--- config.mk ---
export PLATFORM = sky130hd
export DESIGN_NAME = seq_datapath_ctrl
export DESIGN_NICKNAME = d
export VERILOG_FILES = /design/src/rtl/seq_datapath_ctrl_pkg.sv /design/src/rtl/BinTo7Seg.sv /design/src/rtl/seq_step_unit.sv /design/src/rtl/seq_datapath_ctrl.sv
export SDC_FILE = /design/constraint.sdc
export NUM_CORES = 1
export LEC_CHECK = 0
export CORE_ASPECT_RATIO = 0.7
export CORE_MARGIN = 4
export CORE_UTILIZATION = 55
export CTS_CLUSTER_DIAMETER = 30
export DETAILED_ROUTE_END_ITERATION = 7
export MAX_ROUTING_LAYER = met4
export PLACE_DENSITY = 0.92
export SLEW_MARGIN = 20
export SYNTH_ARGS = -nofsm -noshare
export SYNTH_HDL_FRONTEND = slang
export SYNTH_HIERARCHICAL = 1
export SYNTH_SLANG_ARGS = --single-unit
--- constraint.sdc ---
create_clock -name cl -period 4.85 [get_ports cl]
set_clock_uncertainty 0.15 [all_clocks]
set_input_delay 1.455 -clock cl [delete_from_list [all_inputs] [get_ports cl]]
set_output_delay 1.455 -clock cl [all_outputs]
set_load 0.05 [all_outputs]
--- src/rtl/seq_datapath_ctrl_pkg.sv ---
// Shared definitions for the self-sequencing three-register datapath:
// FSM state encoding and arithmetic operation selectors.
package seq_datapath_ctrl_pkg;

  typedef enum logic [1:0] {
    ST_IDLE = 2'd0,
    ST_RUN  = 2'd1,
    ST_DONE = 2'd2
  } state_e;

  localparam logic OP_ADD = 1'b0;
  localparam logic OP_SUB = 1'b1;

endpackage

--- src/rtl/BinTo7Seg.sv ---
// Hex nibble to 7-segment decoder (active-high segments, bit order gfedcba).
// Ports: bin - 4-bit value; seg - segment pattern.
module BinTo7Seg (
  input  logic [3:0] bin,
  output logic [6:0] seg
);

  always_comb begin
    seg = 7'h00;
    case (bin)
      4'h0: seg = 7'h3F;
      4'h1: seg = 7'h06;
      4'h2: seg = 7'h5B;
      4'h3: seg = 7'h4F;
      4'h4: seg = 7'h66;
      4'h5: seg = 7'h6D;
      4'h6: seg = 7'h7D;
      4'h7: seg = 7'h07;
      4'h8: seg = 7'h7F;
      4'h9: seg = 7'h6F;
      4'hA: seg = 7'h77;
      4'hB: seg = 7'h7C;
      4'hC: seg = 7'h39;
      4'hD: seg = 7'h5E;
      4'hE: seg = 7'h79;
      4'hF: seg = 7'h71;
      default: seg = 7'h00;
    endcase
  end

endmodule

--- src/rtl/seq_step_unit.sv ---
// One sequence step: r1 op r2 with carry/borrow, plus the r3 accumulation
// with its carry-out. Purely combinational.
// Ports: r1/r2/r3 - current registers; f - op select;
//        step_c - new r2; acc_c - new r3; c1_c - op carry/borrow; c2_c - acc carry.
module seq_step_unit
  import seq_datapath_ctrl_pkg::*;
#(
  parameter int unsigned WIDTH = 8
) (
  input  logic [WIDTH-1:0] r1,
  input  logic [WIDTH-1:0] r2,
  input  logic [WIDTH-1:0] r3,
  input  logic             f,
  output logic [WIDTH-1:0] step_c,
  output logic [WIDTH-1:0] acc_c,
  output logic             c1_c,
  output logic             c2_c
);

  logic [WIDTH:0] s_wide;
  logic [WIDTH:0] acc_wide;

  // Bit WIDTH of the widened result is the carry for add and the borrow
  // (r1 < r2 unsigned) for subtract.
  always_comb begin
    if (f == OP_SUB) begin
      s_wide = {1'b0, r1} - {1'b0, r2};
    end else begin
      s_wide = {1'b0, r1} + {1'b0, r2};
    end
    acc_wide = {1'b0, r3} + {1'b0, s_wide[WIDTH-1:0]};
  end

  assign step_c = s_wide[WIDTH-1:0];
  assign c1_c   = s_wide[WIDTH];
  assign acc_c  = acc_wide[WIDTH-1:0];
  assign c2_c   = acc_wide[WIDTH];

endmodule

--- src/rtl/seq_datapath_ctrl.sv ---
// Self-sequencing three-register datapath: loads two operands on start,
// then runs n_steps steps (r1<=r2, r2<=r1 op r2, r3+=result) and pulses done.
// Ports: cl/rst - clock, async active-high reset; start, a_in, b_in, f,
//        n_steps - run request and its operands; busy/done/ovf - status;
//        r1..r3 - register contents; x1..x3 - 7-seg codes, 7 bits per nibble.
module seq_datapath_ctrl
  import seq_datapath_ctrl_pkg::*;
#(
  parameter int unsigned WIDTH = 8,
  parameter int unsigned CNT_W = 8
) (
  input  logic                   cl,
  input  logic                   rst,
  input  logic                   start,
  input  logic [WIDTH-1:0]       a_in,
  input  logic [WIDTH-1:0]       b_in,
  input  logic                   f,
  input  logic [CNT_W-1:0]       n_steps,
  output logic                   busy,
  output logic                   done,
  output logic                   ovf,
  output logic [WIDTH-1:0]       r1,
  output logic [WIDTH-1:0]       r2,
  output logic [WIDTH-1:0]       r3,
  output logic [7*WIDTH/4-1:0]   x1,
  output logic [7*WIDTH/4-1:0]   x2,
  output logic [7*WIDTH/4-1:0]   x3
);

  localparam int unsigned NDIG = WIDTH / 4;

  state_e           state_q, state_d;
  logic [WIDTH-1:0] r1_q, r1_d;
  logic [WIDTH-1:0] r2_q, r2_d;
  logic [WIDTH-1:0] r3_q, r3_d;
  logic [CNT_W-1:0] cnt_q, cnt_d;
  logic             f_q, f_d;
  logic             ovf_q, ovf_d;

  logic [WIDTH-1:0] step_c;
  logic [WIDTH-1:0] acc_c;
  logic             c1_c;
  logic             c2_c;

  seq_step_unit #(.WIDTH(WIDTH)) u_step (
    .r1     (r1_q),
    .r2     (r2_q),
    .r3     (r3_q),
    .f      (f_q),
    .step_c (step_c),
    .acc_c  (acc_c),
    .c1_c   (c1_c),
    .c2_c   (c2_c)
  );

  // Next-state and datapath update.
  always_comb begin
    state_d = state_q;
    r1_d    = r1_q;
    r2_d    = r2_q;
    r3_d    = r3_q;
    cnt_d   = cnt_q;
    f_d     = f_q;
    ovf_d   = ovf_q;
    case (state_q)
      ST_IDLE: begin
        if (start) begin
          r1_d    = a_in;
          r2_d    = b_in;
          r3_d    = '0;
          ovf_d   = 1'b0;
          f_d     = f;
          cnt_d   = n_steps;
          // A zero-step request loads operands and completes immediately.
          state_d = (n_steps != '0) ? ST_RUN : ST_DONE;
        end
      end
      ST_RUN: begin
        r1_d  = r2_q;
        r2_d  = step_c;
        r3_d  = acc_c;
        ovf_d = ovf_q | c1_c | c2_c;
        cnt_d = cnt_q - CNT_W'(1);
        if (cnt_q == CNT_W'(1)) begin
          state_d = ST_DONE;
        end
      end
      ST_DONE: begin
        state_d = ST_IDLE;
      end
      default: begin
        state_d = ST_IDLE;
      end
    endcase
  end

  // State and datapath registers.
  always_ff @(posedge cl or posedge rst) begin
    if (rst) begin
      state_q <= ST_IDLE;
      r1_q    <= '0;
      r2_q    <= '0;
      r3_q    <= '0;
      cnt_q   <= '0;
      f_q     <= 1'b0;
      ovf_q   <= 1'b0;
    end else begin
      state_q <= state_d;
      r1_q    <= r1_d;
      r2_q    <= r2_d;
      r3_q    <= r3_d;
      cnt_q   <= cnt_d;
      f_q     <= f_d;
      ovf_q   <= ovf_d;
    end
  end

  assign busy = (state_q == ST_RUN);
  assign done = (state_q == ST_DONE);
  assign ovf  = ovf_q;
  assign r1   = r1_q;
  assign r2   = r2_q;
  assign r3   = r3_q;

  // One decoder per nibble per register.
  for (genvar k = 0; k < NDIG; k++) begin : g_disp
    BinTo7Seg u_x1 (.bin(r1_q[4*k +: 4]), .seg(x1[7*k +: 7]));
    BinTo7Seg u_x2 (.bin(r2_q[4*k +: 4]), .seg(x2[7*k +: 7]));
    BinTo7Seg u_x3 (.bin(r3_q[4*k +: 4]), .seg(x3[7*k +: 7]));
  end

endmodule
## Word level (Yosys, flattened, before mapping)

Memories as Yosys holds them, arrays and structs flattened.
Index checks and enable logic that the tools add are counted.

| word-level totals | value |
|---|---|
| register bits after elaboration | 36 |
| ROM bits | 672 |
| output and inout port bits | 69 |
| word-level logic and storage cells | 45 |
| memories | 6 |

Memories:

| memory | words | bits a word | rd ports | clocked after memory_dff | wr ports | RTL line | RTL |
|---|---|---|---|---|---|---|---|
| (no name shown) | 16 | 7 | 1 | 0 | 0 | BinTo7Seg.sv:10 | `case (bin)` |
| (no name shown) | 16 | 7 | 1 | 0 | 0 | BinTo7Seg.sv:10 |  |
| (no name shown) | 16 | 7 | 1 | 0 | 0 | BinTo7Seg.sv:10 |  |
| (no name shown) | 16 | 7 | 1 | 0 | 0 | BinTo7Seg.sv:10 |  |
| (no name shown) | 16 | 7 | 1 | 0 | 0 | BinTo7Seg.sv:10 |  |
| (no name shown) | 16 | 7 | 1 | 0 | 0 | BinTo7Seg.sv:10 |  |

| operators by class | value |
|---|---|
| add/sub/neg operators | 4 |
| equal/unequal tests | 5 |
| muxes and demuxes | 15 |
| bitwise operators | 2 |
| reductions and logical operators | 6 |

Operators by type and width:

| cell | count |
|---|---|
| 8-bit case mux with 2 select lines | 4 |
| 8-bit two-way mux | 4 |
| 8-bit by 8-bit adder with 9-bit output | 2 |
| 9-bit two-way mux | 1 |
| 8-bit by 8-bit subtractor with 9-bit output | 1 |
| 8-bit by 1-bit equality test with 1-bit output (second input constant) | 1 |
| 8-bit nonzero test | 1 |
| 8-bit by 1-bit subtractor with 8-bit output (second input constant) | 1 |
| 2-bit two-way mux | 3 |
| 2-bit AND reduction | 3 |
| 2-bit case mux with 2 select lines | 1 |
| 2-bit by 1-bit equality test with 1-bit output (second input constant) | 1 |
| 2-bit equality test (second input constant) | 1 |
| 2-bit logical NOT | 1 |
| 2-bit by 1-bit != test with 1-bit output (second input constant) | 1 |
| 2-bit != test (second input constant) | 1 |
| 1-bit bitwise OR | 2 |
| 1-bit case mux with 2 select lines | 1 |
| 2-bit nonzero test | 1 |
| 1-bit two-way mux | 1 |

## Depth between registers and ports, before layout

| depth | value |
|---|---|
| depth in word-level cells | 5 |
| mapped depth | 17 |
| gate-level depth less buffers | 17 |

## Modules after synthesis

The synthesis kept the hierarchy.

By module, submodules not included:

| module | times used | cells an instance | area each (um2) |
|---|---|---|---|
| seq_datapath_ctrl | 1 | 172 | 1,784.2 |
| BinTo7Seg (g_disp[0].u_x1 ...) | 4 | 33 | 287.8 |
| seq_step_unit | 1 | 102 | 773.2 |
| BinTo7Seg (g_disp[0].u_x2) | 1 | 33 | 290.3 |
| BinTo7Seg (g_disp[0].u_x3) | 1 | 33 | 286.5 |

## Worst setup path after synthesis

No wires, ideal clock.

| timing | value |
|---|---|
| path kind | flip-flop to output port |
| start point | register r3_q[1], in the netlist r3[1] |
| end point | output x3[1] |
| data arrival time | 2,586 ps |
| setup slack | 659 ps |
| stages on the path, launching flop included | 5 |
| buffers on the path | 0 |
| path through | dfrtp_1 inv_1 ha_1 nor2b_1 o31ai_1 |

| on the way | value |
|---|---|
| cells in the longest elaborated chain, start to end | 1 |

Ends and longest elaborated chain:

| item | RTL line | RTL |
|---|---|---|
| start: declaration | seq_datapath_ctrl.sv:35 | `logic [WIDTH-1:0] r3_q, r3_d;` |
| start signal: assignment | seq_datapath_ctrl.sv:111 | `r3_q <= r3_d;` |
| memory 16 x 7 bit | -- |  |
| end: declaration | seq_datapath_ctrl.sv:27 | `output logic [7*WIDTH/4-1:0] x3` |

Every way passes these cells.

## Worst setup path in the final report

| timing | value |
|---|---|
| start point | register r2_q[4], in the netlist r2[4] |
| end point | output x2[10] |

| on the way | value |
|---|---|
| cells in the longest elaborated chain, start to end | 1 |

Ends and longest elaborated chain:

| item | RTL line | RTL |
|---|---|---|
| start: declaration | seq_datapath_ctrl.sv:34 | `logic [WIDTH-1:0] r2_q, r2_d;` |
| start signal: assignment | seq_datapath_ctrl.sv:110 | `r2_q <= r2_d;` |
| memory 16 x 7 bit | -- |  |
| end: declaration | seq_datapath_ctrl.sv:26 | `output logic [7*WIDTH/4-1:0] x2,` |

Every way passes these cells.

==> results.md <==
- Ratio of cells with drive above 1 in the final layout: around 8.6%
- Arr. time, crit path: 2620 ps
- Largest family of logic cells by synthesized area: adder cells
- Post-route antenna net violation count: 0
- Core area: between 0.007 and 0.008 sq mm
- Post-synth top flop: dfrtp_1
- Critical Path Fanout Max: 10
- Mapped cell area: roughly 0.0043 sq mm
- Critical path capture point type: primary output
- DPL Wire Length: 8.21 mm
- Synthesized area per cell: between 9 and 10 sq um
- Post-Synthesis Cells: about 470
- CTS tree: yes
- Wire length per cell: ~17 microns
- Synth Warn #: 6
- XOR/XNOR share of the synthesized area: under 10%
- Die area: between 0.009 and 0.01 sq mm
- # rows: 26
- Fin Hold WS: approximately 420 ps
- Fin. max-slew vios: 0
- Syn nets: roughly 560
- Die H: approximately 82 microns
- Final Cycle Share: ~87%
- Initial core utilization: 57.5%
- Hold_buf cts: 0
- Nets: 645
- Post-route DRC: 0
- Post-cts sizing count: 0
- Largest net degree at the start of global routing: 45
- Drt initial violations: approximately 260
- Area contributors post-synth: dfrtp_1, ha_1, mux2i_1
- Number of post-CTS setup repair buffers: 0
- Vias per std cell: between 5 and 6
- Clk slew on worst S/H paths: around 70 ps
- Compound-Gate Fraction of Synth Area: between 10% and 20%
- Crit Path Class: flop to primary output
- Post-synthesis sequential area ratio: a little over a fifth
- Fmax achieved: about 240 MHz
- Vias: about 3.8k
- Post-Route WL: 10.9 mm
- Final Hold Fails: 0
- CTS root buf: clkbuf_8
- Synth Register Bits: 36
- RSZ-0062 raised after global routing: false
- Die W: roughly 110 microns
- CP required: 3240 ps
- Placed Cells: roughly 650
- Post-synthesis mux area share: between 10% and 20%
- PortBufs: 96
- CTS Buf Count: 5
- Vias in the first global route: about 3.7k
- Worst-Skew Late Latency: around 290 ps
- Number of inserted diodes: 0
- Sink Count: 36
- Antenna violations before repair: 0
- GRT Overall Usage: ~24%
- DR pass1 iterations: 5
- Worst Hold Class: flop to flop
- Startpoint Class: flop
- Max clock buf depth: 2
- Area Overhead vs Synth: 24.3%
- Final setup fails: 0
- Outcome: completed
- Max cap viols: 0
- Yosys top cell by area: dfrtp_1
- First-pass GRT wire length: 17.8 mm
- H-tree depth: 2
- Number of synthesized flops with an enable pin: 0
- Worst Max-Slew Pin Slew: 959 ps
- Global route overflow: 0
- Worst rel slew slack: between 30% and 40%
- Layout Cells excl Fill: between 600 and 700
- Adder-cell share of the synthesized area: a little under a fifth
- Synth async-reset ratio: 100%
- Simple-Gate Fraction of Synth Area: 14.1%
- Synth top area share: 21.0%
- RePlAce Congestion: roughly 0.85
- Fin Setup TNS: 0 ps
- Min cycle time layout: between 4000 and 5000 ps
- Ports: 97
- Yosys cell types: just under 60
## cells in the mapped netlist, drive strengths merged (2+ instances only)
master,n
a211oi,4
a21o,4
a21oi,38
a22o,8
a22oi,2
a31o,5
a31oi,3
a32oi,3
buf,21
clkbuf,4
dfrtp,36
fa,2
ha,61
inv,46
mux2,20
mux2i,31
mux4,6
nand2,28
nand2b,11
nand3b,5
nor2,22
nor2b,11
nor3,15
nor4,6
o211ai,2
o21a,2
o21ai,21
o21bai,3
o31a,6
o32a,5
or2,2
or2b,5
or3b,2
xnor2,13
xor2,5
## worst max-delay path, cell delays in order, from the launching register on
cell and delay [ps]:
dfrtp_1 590, inv_1 170, ha_1 340, mux4_1 510, clkdlybuf4s50_1 720
## sequential cells by signal, summed over array words and instances (netlist names)
| signal | flops |
|---|---|
| f_q | 1 |
| ovf | 1 |
| r1 | 8 |
| cnt_q | 8 |
| r2 | 8 |
| state_q | 2 |
| r3 | 8 |
## layout make-up
class,instances,area (sq um)
Inverter,46,173
Sequential cell,36,901
Clock buffer,8,90.1
Fill cell,539,2120
Timing Repair Buffer,100,991
Multi-Input combinational cell,365,3050
Tap cell,98,123
## worst paths after layout
| check | startpoint | to | slack (ps) | cells after the start |
|---|---|---|---|---|
| max in group asynchronous | rst | r3[5] | 2800 | 3 |
| min in group asynchronous | rst | r3[0] | 1420 | 3 |
| min | ovf | ovf | 420 | 2 |
| max reg2reg | r2[1] | r3[7] | 990 | 15 |
| min reg2reg | ovf | ovf | 420 | 2 |
| max | r2[4] | x2[10] | 630 | 4 |
## per-layer routing
| layer | GRT usage, % | vias up | share of wire, % | wire length, microns |
|---|---|---|---|---|
| met4 | 4.80 | 0 | 1.5 | 161 |
| li1 | - | 1850 | - | - |
| met2 | 40.1 | 144 | 47 | 5130 |
| met3 | 3.90 | 27 | 5.4 | 590 |
| met1 | 31.3 | 1821 | 46 | 5000 |
| met5 | - | - | 0 | 0 |
## cells by family (layout without fill, tap and decap cells)
group | Yosys count | after routing
compound gates | 113 | 113
xor+xnor | 18 | 18
buf+inv | 71 | 154
flops | 36 | 36
mux | 57 | 57
fa+ha+maj | 63 | 63
simple gates | 114 | 114
## per-stage QoR
stage	instance area, sq um	util [%]	setup WS (ps)
after floorplan	4290	-	659
final	5330	71.5	627
after CTS	5330	71.5	620
after global routing	5330	71.5	504
after detailed placement	5240	70.3	967
after global placement	5240	70.3	1050
## placed cells by master (no fill, tap or decap), types with 3 or more instances in the layout
cell	n
a31o_1	4
mux2i_1	31
dfrtp_1	36
or2b_1	5
clkbuf_8	6
o21ai_0	19
xor2_1	5
o31a_2	5
o32a_1	5
ha_1	61
nand3b_1	5
a22o_1	8
a21o_1	3
a211oi_1	4
mux2_2	18
xnor2_1	13
a32oi_1	3
mux4_1	6
buf_4	4
nor3_1	15
nand2_1	28
clkdlybuf4s50_1	96
nor4_1	6
a21oi_1	37
inv_1	45
a31oi_1	3
nand2b_1	11
nor2b_1	11
nor2_1	21
Power is left out: the tool's default activity adds up to more than one toggle a clock period on the data nets, which glitch-free logic cannot reach.
